--- config.mk ---
export PLATFORM = sky130hd
export DESIGN_NAME = comparador_canales
export DESIGN_NICKNAME = d
export VERILOG_FILES = /design/src/rtl/comparador_canales.sv
export SDC_FILE = /design/constraint.sdc
export NUM_CORES = 1
export LEC_CHECK = 0
export CORE_AREA = 2 2 118 109
export DETAILED_ROUTE_END_ITERATION = 6
export DIE_AREA = 0 0 120 111
export PLACE_DENSITY = 0.56
export SLEW_MARGIN = 20
export SYNTH_ARGS = -nofsm -noshare
export SYNTH_HDL_FRONTEND = slang
export SYNTH_SLANG_ARGS = --single-unit
export TNS_END_PERCENT = 1
--- constraint.sdc ---
create_clock -name iClk -period 1.7 [get_ports iClk]
set_clock_uncertainty 0.15 [all_clocks]
set_input_delay 0.17 -clock iClk [delete_from_list [all_inputs] [get_ports iClk]]
set_output_delay 0.17 -clock iClk [all_outputs]
set_load 0.02 [all_outputs]
--- src/rtl/comparador_canales.sv ---
// rtl/comparador_canales.sv - multi-channel counter comparator with double-buffered thresholds
// Per-channel level, one-cycle rising pulse and sticky flag; oAny ORs the sticky flags.
module comparador_canales #(
    parameter int WIDTH    = 8,
    parameter int CHANNELS = 4
) (
    input  logic                      iClk,
    input  logic                      iReset,
    input  logic [WIDTH-1:0]          ivCuenta,
    input  logic [CHANNELS*WIDTH-1:0] ivCompareValues,
    input  logic                      iLoad,
    input  logic                      iUpdate,
    input  logic [2*CHANNELS-1:0]     ivMode,
    input  logic [CHANNELS-1:0]       ivClear,
    output logic [CHANNELS-1:0]       ovLevel,
    output logic [CHANNELS-1:0]       ovPulse,
    output logic [CHANNELS-1:0]       ovSticky,
    output logic                      oAny
);

    logic [WIDTH-1:0]    shadowQ [CHANNELS];
    logic [WIDTH-1:0]    activeQ [CHANNELS];
    logic [CHANNELS-1:0] vCompare;
    logic [CHANNELS-1:0] vRise;

    // Load together with update bypasses the new value straight into active.
    always_ff @(posedge iClk) begin
        for (int i = 0; i < CHANNELS; i++) begin
            if (iReset) begin
                shadowQ[i] <= '0;
                activeQ[i] <= '0;
            end else begin
                if (iLoad) begin
                    shadowQ[i] <= ivCompareValues[i*WIDTH +: WIDTH];
                end
                if (iLoad && iUpdate) begin
                    activeQ[i] <= ivCompareValues[i*WIDTH +: WIDTH];
                end else if (iUpdate) begin
                    activeQ[i] <= shadowQ[i];
                end
            end
        end
    end

    always_comb begin
        vCompare = '0;
        for (int i = 0; i < CHANNELS; i++) begin
            case (ivMode[2*i +: 2])
                2'b00:   vCompare[i] = (ivCuenta == activeQ[i]);
                2'b01:   vCompare[i] = (ivCuenta >= activeQ[i]);
                2'b10:   vCompare[i] = (ivCuenta <  activeQ[i]);
                default: vCompare[i] = 1'b0;
            endcase
        end
    end

    assign vRise = vCompare & ~ovLevel;

    // A new rising edge beats a simultaneous clear.
    always_ff @(posedge iClk) begin
        if (iReset) begin
            ovLevel  <= '0;
            ovPulse  <= '0;
            ovSticky <= '0;
        end else begin
            ovLevel  <= vCompare;
            ovPulse  <= vRise;
            ovSticky <= (ovSticky & ~ivClear) | vRise;
        end
    end

    assign oAny = |ovSticky;

endmodule

==> summary.txt, run 1 <==
Worst setup path
  – Critical path required time: 1.80 ns
  – Worst Path Max Fanout: 3
  – R2r startpoint: activeQ[2][1]$_SDFFCE_PN0P_
  – RR Endpoint: ovPulse[2]$_SDFF_PP0_
  – R2R Setup Slk: -0.22 ns
  – Critical Path AT: 2.02 ns
  – Crit path launch type: register
  – Reg2reg path depth: 7
  – CP Capture Type: register
  – WS Path Type: register to register

Synth
  – Seq/Total Area, Yosys: 55.2%
  – Synth Flop Type: edfxtp_1
  – Count of different cell masters after synthesis: 45
  – Compound-Gate Fraction of Synth Area: 10.8%
  – Commonest cells post-synth: edfxtp_1, a21oi_1, inv_1
  – Synth Area in Simple Gates: 17.3%
  – Mux share of post-synthesis cell area: 2.05%
  – Cell count after synthesis: 342
  – Synthesized flop and latch total: 76
  – Biggest area consumer among synthesized cells: edfxtp_1
  – Top cells by area, synth: edfxtp_1, ha_1, dfxtp_1
  – Net count after synthesis: 430
  – Most common cell in the netlist: edfxtp_1
  – Number of synthesized flops with an enable pin: 64
  – Synthesis warning total: 0
  – Synth Area in XOR/XNOR: 0%
  – Top-area cell type share of the netlist area: 49.1%
  – Largest family of logic cells by synthesized area: simple AND/OR/NAND/NOR gates
  – Synth Area in Adders: 10.2%
  – Ys async rst share: 0%
  – Syn Area/Cell: 11.4 um^2
  – Mapped cell area: 3910 um^2

STA
  – Slew @ Worst Pin: 0.308 ns
  – Pins Over Slew Limit: 0
  – Final Hold Viols: 0
  – Tmin final: 1.92 ns
  – Setup TNS: -1.20 ns
  – Setup repair after global routing missed its margin: true
  – Slew headroom: 79.4%
  – Max Fclk: 521 MHz
  – Setup WS post-layout: -0.220 ns
  – Final setup vio count: 12
  – Fin crit share: 113%
  – Final Hold Slack: 0.293 ns

Die
  – Die Y: 111 um
  – DIE AREA: 13300 um^2
  – Row count: 39
  – Die Width: 120 um
  – Placeable Area: 12200 um^2
  – Ports: 69
  – Starting Density: 32.0%

Layout
  – Antenna Cells: 0
  – Nets@finish: 517
  – Layout Cells excl Fill: 598
  – Ratio of cells with drive above 1 in the final layout: 14.1%
  – Syn-to-layout area delta: 37.7%
  – Final core occ: 44.0%
  – Final Instance Area: 5390 um^2
  – Fillers: 1135

Detailed routing
  – Vias per cell: 4.44
  – Wire per inst: 12.9 um
  – Vias: 2653
  – Final wirelength: 7740 um
  – # DRC: 0
  – Initial drt markers: 121
  – DRT Pass-1 Iters: 5
  – Post-DRT Antenna Nets: 0

GRT
  – First-pass GRT wire length: 12700 um
  – Vias in the first global route: 2612
  – Total global-route track usage: 12.2%
  – Initial antenna violation count: 0
  – Congestion Overflow GR: 0
  – Largest net degree at the start of global routing: 28

Power and ir drop
  – LEAKAGE: 2.13 nW
  – Pwr dens: 945 nW/um^2
  – Worst VDD drop: 0.498 mV

Worst hold path
  – Worst Hold Endpoint: ovPulse[3]$_SDFF_PP0_
  – Type of the most critical hold path: register to register
  – Hold path cells: 1
  – HP Start: ovLevel[3]$_SDFF_PP0_

Placed design
  – Placed cell area: 4940 um^2
  – Placed insts: 581
  – IO Port Bufs: 68
  – Placer Congestion: 0.787
  – DP Wirelength: 5970 um

Status
  – Failing checks: setup timing
  – Status: finished with violations

Clock network
  – TritonCTS buffer count: 9
  – H-Tree Depth: 3
  – Clk slew on worst S/H paths: 0.06 ns
  – TritonCTS clock tree: done
  – Clk root buf: clkbuf_16
  – CTS Buffer Depth: 2
  – Clk_lat worst skew: 0.32 ns
  – Hold-fix buffers at CTS: 0
  – CTS Sinks: 76

Run
  – Max Cap Viol: 0
[flip-flops by register name, indices dropped and copies added, names as in the netlist]
| signal | count |
|---|---|
| activeQ | 32 |
| shadowQ | 32 |
| ovLevel | 4 |
| ovPulse | 4 |
| ovSticky | 4 |
[critical path, stage by stage (launching register included)]
cell and delay, ns:
edfxtp_1 0.38, inv_2 0.08, ha_4 0.19, nor2b_4 0.13, o31ai_4 0.18, a21oi_2 0.10
or4_4 0.52, a31oi_4 0.14
[power by group]
part	switching (mW)	internal (mW)
registers	0.0457	2.17
clock network	0.683	1.42
logic	0.373	0.398
total	1.10	3.99
[timing repair]
| action | CTS | global route |
|---|---|---|
| endpoints found under the setup margin | 13 | 15 |
| pin swaps | 1 | 1 |
| setup buffers | 0 | 1 |
| gates cloned | 0 | 0 |
| resized for setup | 20 | 14 |
[through the flow]
step	setup slack (ns)	total power [mW]
detailed placement	-0.646	3.00
finish	-0.220	5.09
floorplan	-0.136	2.64
global route	-0.296	5.31
CTS	-0.236	5.12
global placement	-0.640	2.98
[per-layer routing]
layer	global-route usage (%)	share of wire, %	wire, um
met2	17.7	43	3340
met3	2.78	3.9	304
met4	5.10	1.6	127
met1	17.4	51	3970
met5	0	0	0
[cells in the final DEF (no fill, tap or decap), drive strengths merged, types with 5 or more instances in the layout]
cell type      synthesis  layout
clkbuf                 4      10
nand4                  6       6
dfxtp                 12      12
ha                    32      32
nand2                  7       7
buf                    7      20
edfxtp                64      64
dlygate4sd2            0       7
nand2b                 5       5
clkdlybuf4s50          0      58
inv                   33      32
and2                  32      32
nor2                  15      15
nor2b                 30      30
a21oi                 36      36
o21ai                  8       8
mux2i                  8       8
[worst max-delay path by stage]
stage / to / slack (ns) / start
2_1_floorplan: ovPulse[2]$_SDFF_PP0_ / -0.14 / activeQ[2][1]$_SDFFCE_PN0P_
4_1_cts: ovPulse[2]$_SDFF_PP0_ / -0.24 / activeQ[2][1]$_SDFFCE_PN0P_
5_1_grt: ovPulse[2]$_SDFF_PP0_ / -0.30 / activeQ[2][1]$_SDFFCE_PN0P_
3_5_place_dp: ovPulse[2]$_SDFF_PP0_ / -0.65 / ivCuenta[1]
3_3_place_gp: ovPulse[2]$_SDFF_PP0_ / -0.64 / ivCuenta[1]
6_report: ovPulse[2]$_SDFF_PP0_ / -0.22 / activeQ[2][1]$_SDFFCE_PN0P_
[layout make-up]
class | instances | area, um^2 | share of cell area [%]
Multi-Input combinational cell | 222 | 1700 | 31.5
Sequential cell | 76 | 2160 | 40.1
Inverter | 33 | 128 | 2.37
Tap cell | 164 | 205 | 3.81
Clock inverter | 6 | 103 | 1.90
Timing Repair Buffer | 87 | 865 | 16.0
Clock buffer | 10 | 229 | 4.25
[cell families after synthesis]
| logic type | count (synthesis) |
|---|---|
| and+or+nand+nor | 113 |
| muxes | 8 |
| buffers and inverters | 44 |
| DFF | 76 |
| AOI/OAI and AO/OA | 69 |
| adders and majority gates | 32 |
(Power assumes the default switching activity.)
==> run 2, diff against run 1 <==
- PLACE_DENSITY: 0.56 -> 0.54
- clock period: 1.7 -> 2.1 ns (I/O delays scaled with it)
==> run 2 against run 1 <==
  * The run now ends clean
  * Global-route usage grew 0.28 points
  * Flip-flop and latch count is the same
  * Total power shrank 24%
==> summary.txt, run 2 (synthesized netlist as in run 1, its figures left out) <==
Placed design
  – Placer Congestion: 0.761 (-3.3%)
  – DP Wirelength: 6100 um (+2.2%)
  – Placed cell area: 4880 um^2 (-1.2%)
  – IO Port Bufs: 68 (unchanged)

Layout
  – Final Instance Area: 5180 um^2 (-3.8%)
  – Area occupied by multi-input gates: 1580 um^2 (-6.6%)
  – Register Area: 2160 um^2 (unchanged)
  – Ratio of cells with drive above 1 in the final layout: 9.09% (-5.0 points)
  – Nets@finish: 512 (-0.97%)
  – Most common cell after layout, fill and taps aside: clkdlybuf4s50_1
  – Antenna Cells: 0 (unchanged)
  – Syn-to-layout area delta: 32.4%
  – Fillers: 1144 (+0.79%)
  – Most frequent cells in the layout: clkdlybuf4s50_1, edfxtp_1, a21oi_1
  – Top flop regs: activeQ (32), shadowQ (32)

STA
  – Slew headroom: 63.9% (-16 points)
  – Setup TNS: 0 ns (+1.20 ns)
  – Final Hold Viols: 0 (unchanged)
  – Max Fclk: 488 MHz
  – Final setup vio count: 0 (-12)
  – Slew @ Worst Pin: 0.541 ns (+0.233 ns)
  – Setup repair after global routing missed its margin: true
  – Pins Over Slew Limit: 0 (unchanged)
  – Tmin final: 2.05 ns
  – Fin crit share: 97.7%

Power and ir drop
  – LEAKAGE: 2.05 nW (-3.5%)
  – Pwr dens: 751 nW/um^2 (-21%)
  – Tot Pwr: 3.89 mW (-24%)
  – Worst VDD drop: 0.445 mV (-11%)

Worst setup path
  – Critical Path AT: 2.14 ns (+0.12 ns)
  – WS Path Type: primary input to register
  – Worst Path Max Fanout: 4 (+1)
  – Critical path buffer and inverter count: 1 (unchanged)
  – Slowest CP cell: clkdlybuf4s50_1
  – Critical path required time: 2.19 ns (+0.39 ns)
  – CP cell instances: clkdlybuf4s50_1 -> ha_1 -> nand4_1 -> or4_1 -> o31a_1 -> a211oi_1
  – Max stage delay on crit path: 0.55 ns (+0.03 ns)
  – Crit path launch type: primary input
  – CP top delay family: simple AND/OR/NAND/NOR gates
  – CP Capture Type: register
  – R2r startpoint: activeQ[0][7]$_DFFE_PP_
  – Setup crit start: ivCuenta[5]

Die
  – Starting Density: 32.0% (unchanged)
  – Row count: 39 (unchanged)
  – Placeable Area: 12200 um^2 (unchanged)
  – DIE AREA: 13300 um^2 (unchanged)
  – Die Width: 120 um (unchanged)
  – Die Y: 111 um (unchanged)
  – Ports: 69 (unchanged)

Detailed routing
  – DRT Pass-1 Iters: 6 (+1)
  – Vias per cell: 4.46 (+0.58%)
  – Post-DRT Antenna Nets: 0 (unchanged)
  – # DRC: 0 (unchanged)
  – Initial drt markers: 159 (+31%)
  – Vias: 2646 (-0.26%)
  – Wire per inst: 13.4 um (+3.5%)
  – Final wirelength: 7950 um (+2.7%)

Clock network
  – TritonCTS clock tree: done
  – Post-CTS Setup Inserts: 0 (unchanged)
  – CTS Sinks: 76 (unchanged)
  – Clk_lat worst skew: 0.33 ns (about the same)
  – Hold-fix buffers at CTS: 0 (unchanged)
  – Clk slew on worst S/H paths: 0.06 ns (about the same)
  – Clk root buf: clkbuf_16
  – CTS Buffer Depth: 2 (unchanged)
  – TritonCTS buffer count: 9 (unchanged)
  – H-Tree Depth: 3 (unchanged)

GRT
  – Vias in the first global route: 2619 (+0.27%)
  – Congestion Overflow GR: 0 (unchanged)
  – Initial antenna violation count: 0 (unchanged)
  – Total global-route track usage: 12.5% (+0.28 points)
  – First-pass GRT wire length: 12900 um (+1.4%)
  – Largest net degree at the start of global routing: 27 (-3.6%)

Status
  – Status: completed

Worst hold path
  – Type of the most critical hold path: register to register
  – HP Start: ovLevel[0]$_SDFF_PP0_

Run
  – Max Cap Viol: 0 (unchanged)
[run 2: stage by stage]
| stage | hold slack, ns | instances | setup slack (ns) | util [%] |
|---|---|---|---|---|
| 4_1_cts | 0.300 | 593 | 0.0246 | 42.2 |
| 2_1_floorplan | 0.237 | 342 | 0.177 | - |
| 3_5_place_dp | 0.292 | 577 | -0.309 | 39.8 |
| 3_3_place_gp | 0.295 | 577 | -0.267 | 39.8 |
| 6_report | 0.293 | 593 | 0.0493 | 42.3 |
| 5_1_grt | 0.331 | 593 | -0.00396 | 42.3 |
[run 2: final timing paths]
path | cells after the start | to | slack [ns]
min reg2reg | 1 | ovPulse[0]$_SDFF_PP0_ | 0.29
max reg2reg | 6 | ovPulse[0]$_SDFF_PP0_ | 0.18
max | 6 | ovPulse[0]$_SDFF_PP0_ | 0.05
min | 1 | ovPulse[0]$_SDFF_PP0_ | 0.29
[run 2: where the power goes]
| part | total [mW] | leakage (nW) | internal (mW) | switching, mW |
|---|---|---|---|---|
| logic | 0.582 | 1.11 | 0.301 | 0.282 |
| clock network | 1.52 | 0.149 | 0.915 | 0.602 |
| registers | 1.79 | 0.797 | 1.76 | 0.0355 |
| total | 3.89 | 2.05 | 2.97 | 0.919 |
[run 2: repair_timing]
action / in CTS / in global routing
resized for setup: 0 / 5
endpoints found under the setup margin: 0 / 7
endpoints found under the hold margin: 0 / 0
[run 2: routing by layer]
layer / global-route usage (%) / vias up / routed length (um)
li1: - / 1385 / -
met1: 17.5 / 1191 / 3980
met2: 18.4 / 62 / 3470
met3: 2.57 / 8 / 364
met4: 5.65 / 0 / 135
met5: 0 / - / 0
[run 2: cell type report]
| class | instances | share of cell area [%] |
|---|---|---|
| Multi-Input combinational cell | 222 | 30.6 |
| Timing Repair Buffer | 82 | 15.7 |
| Inverter | 33 | 2.39 |
| Clock inverter | 7 | 1.30 |
| Clock buffer | 9 | 4.34 |
| Sequential cell | 76 | 41.7 |
| Tap cell | 164 | 3.96 |
==> run 3, diff against run 2 <==
- PLACE_DENSITY: 0.54 -> 0.56
- SKIP_LAST_GASP: default -> 1
- clock period: 2.1 -> 1.8 ns (I/O delays scaled with it)
==> run 3 against run 2 <==
  * The run now ends with setup timing left
  * Sequential power increased by 17%
  * First-iteration DRC count decreased by 43%
  * Worst hold slack improved by 0.0044 ns
  * Total power increased by 17%
  * Global-route usage about the same
  * Flip-flop and latch count unchanged
  * Sequential share of layout area decreased by 0.39 points
  * Clock power increased by 16%
  * Cell area increased by 0.94%
  * Count of clock-buffer cells in the layout increased by 3
  * Highest routed layer unchanged
==> summary.txt, run 3 (synthesized netlist as in run 1, its figures left out) <==
Status
  – Status: finished with violations
  – Failing checks: setup timing

Worst setup path
  – CP top delay family: simple AND/OR/NAND/NOR gates
  – Worst Path Max Fanout: 3 (-1)
  – Worst path depth: 7 (+1)
  – Slowest CP cell: or4_4
  – Critical path buffer and inverter count: 1 (unchanged)
  – CP Capture Type: register
  – WS Path Type: register to register
  – Max stage delay on crit path: 0.49 ns (-0.06 ns)
  – CP cell instances: inv_1 -> ha_1 -> nor2b_4 -> o31ai_2 -> a21oi_2 -> or4_4 -> a31oi_1
  – Crit path launch type: register
  – Critical Path AT: 2.02 ns (-0.12 ns)
  – Critical path required time: 1.90 ns (-0.29 ns)
  – Reg2reg path depth: 7 (+1)

Worst hold path
  – Hold path cells: 1 (unchanged)
  – Type of the most critical hold path: register to register

Detailed routing
  – Wire per inst: 13.5 um (+0.61%)
  – Vias per cell: 4.55 (+1.9%)
  – Post-DRT Antenna Nets: 0 (unchanged)
  – Final wirelength: 8040 um (+1.1%)
  – Vias: 2710 (+2.4%)
  – # DRC: 0 (unchanged)
  – DRT Pass-1 Iters: 5 (-1)
  – Initial drt markers: 90 (-43%)

Clock network
  – Clk slew on worst S/H paths: 0.06 ns (about the same)
  – Hold-fix buffers at CTS: 0 (unchanged)
  – Clk_lat worst skew: 0.33 ns (about the same)
  – CTS Sinks: 76 (unchanged)
  – Clk root buf: clkbuf_16
  – TritonCTS clock tree: done
  – TritonCTS buffer count: 9 (unchanged)
  – CTS Buffer Depth: 2 (unchanged)
  – H-Tree Depth: 3 (unchanged)

Die
  – Die Width: 120 um (unchanged)
  – Starting Density: 32.0% (unchanged)
  – Die Y: 111 um (unchanged)
  – Ports: 69 (unchanged)
  – Placeable Area: 12200 um^2 (unchanged)
  – Row count: 39 (unchanged)
  – DIE AREA: 13300 um^2 (unchanged)

Placed design
  – Placer Congestion: 0.774 (+1.6%)
  – DP Wirelength: 6220 um (+2.1%)
  – DP Worst Slack: -0.550 ns (-0.241 ns)
  – Placed cell area: 4920 um^2 (+0.85%)
  – IO Port Bufs: 68 (unchanged)

STA
  – Max Fclk: 522 MHz
  – Fin crit share: 106%
  – Slew @ Worst Pin: 0.305 ns (-0.236 ns)
  – Final Hold Viols: 0 (unchanged)
  – Setup WS post-layout: -0.117 ns (-0.166 ns)
  – Final Hold Slack: 0.297 ns (+0.00440 ns)
  – Setup repair after global routing missed its margin: true
  – Slew headroom: 79.7% (+16 points)
  – Pins Over Slew Limit: 0 (unchanged)
  – Tmin final: 1.92 ns
  – Final setup vio count: 10 (+10)
  – Setup TNS: -0.565 ns (-0.565 ns)

Layout
  – Final core occ: 42.7% (+0.40 points)
  – Final Instance Area: 5230 um^2 (+0.94%)
  – Syn-to-layout area delta: 33.7%
  – Most frequent cells in the layout: edfxtp_1, clkdlybuf4s50_1, a21oi_1
  – Antenna Cells: 0 (unchanged)
  – Most common cell after layout, fill and taps aside: edfxtp_1
  – Ratio of cells with drive above 1 in the final layout: 10.4% (+1.3 points)
  – Nets@finish: 515 (+0.59%)
  – Top flop regs: activeQ (32), shadowQ (32)

Power and ir drop
  – LEAKAGE: 2.06 nW (+0.20%)
  – Worst VDD drop: 0.516 mV (+16%)
  – Pwr dens: 871 nW/um^2 (+16%)

GRT
  – Vias in the first global route: 2609 (-0.38%)
  – Congestion Overflow GR: 0 (unchanged)
  – Total global-route track usage: 12.4% (-0.038 points)
  – Initial antenna violation count: 0 (unchanged)
  – Largest net degree at the start of global routing: 26 (-3.7%)
  – First-pass GRT wire length: 12900 um (about the same)

Run
  – Max Cap Viol: 0 (unchanged)
## run 3: cell count changes in the layout (fill, tap and decap cells not counted), sizes merged, moves of 3 or more
| cell | change |
|---|---|
| clkinv | -4 |
| dlygate4sd2 | +6 |
| clkbuf | +3 |
| buf | +3 |
| clkdlybuf4s50 | -4 |
## run 3: worst register-to-register path, delay by kind of cell (launching register included)
| kind | cells | cell delay [ns] |
|---|---|---|
| AOI/OAI and AO/OA | 3 | 0.42 |
| buffers and inverters | 1 | 0.07 |
| DFF | 1 | 0.35 |
| and+or+nand+nor | 2 | 0.62 |
| adders and majority gates | 1 | 0.23 |
## run 3: worst paths after layout
path                                     from                    end  slack, ns
hold / removal          ovLevel[3]$_SDFF_PP0_  ovPulse[3]$_SDFF_PP0_       0.30
setup / recovery  activeQ[2][1]$_SDFFCE_PN0P_  ovPulse[2]$_SDFF_PP0_      -0.12
hold reg to reg         ovLevel[3]$_SDFF_PP0_  ovPulse[3]$_SDFF_PP0_       0.30
setup reg to reg  activeQ[2][1]$_SDFFCE_PN0P_  ovPulse[2]$_SDFF_PP0_      -0.12
## run 3: final cells by class
cell class	count	area, um^2
fillers	1163	7020
flip-flops and latches	76	2160
multi-input cells	222	1600
repair buffers	85	838
clock buffers	12	246
well taps	164	205
inverters	33	128
clock inverters	4	51.3
## run 3: what timing repair did
action,CTS,global route
setup buffers,0,0
endpoints found under the setup margin,13,13
resized for setup,9,2
gates cloned,0,0
endpoints found under the hold margin,0,0
## run 3: power breakdown
group / leakage (nW) / switching (mW) / internal, mW
clock network: 0.143 / 0.658 / 1.11
registers: 0.797 / 0.0443 / 2.05
logic: 1.12 / 0.336 / 0.353
total: 2.06 / 1.04 / 3.52
## run 3: per-layer routing
| metal | share of wire, % | up-vias | routed length (um) | global-route usage (%) |
|---|---|---|---|---|
| li1 | - | 1390 | - | - |
| met1 | 50 | 1227 | 3980 | 17.1 |
| met2 | 44 | 79 | 3510 | 18.6 |
| met3 | 4.7 | 14 | 377 | 2.62 |
| met4 | 2.1 | 0 | 167 | 6.04 |
| met5 | 0 | - | 0 | 0 |
## run 3: metrics by stage
stage	power (mW)	cells
after CTS	4.62	596
after floorplan	2.50	342
after detailed placement	2.83	580
after global routing	4.78	596
after global placement	2.81	580
final	4.56	596
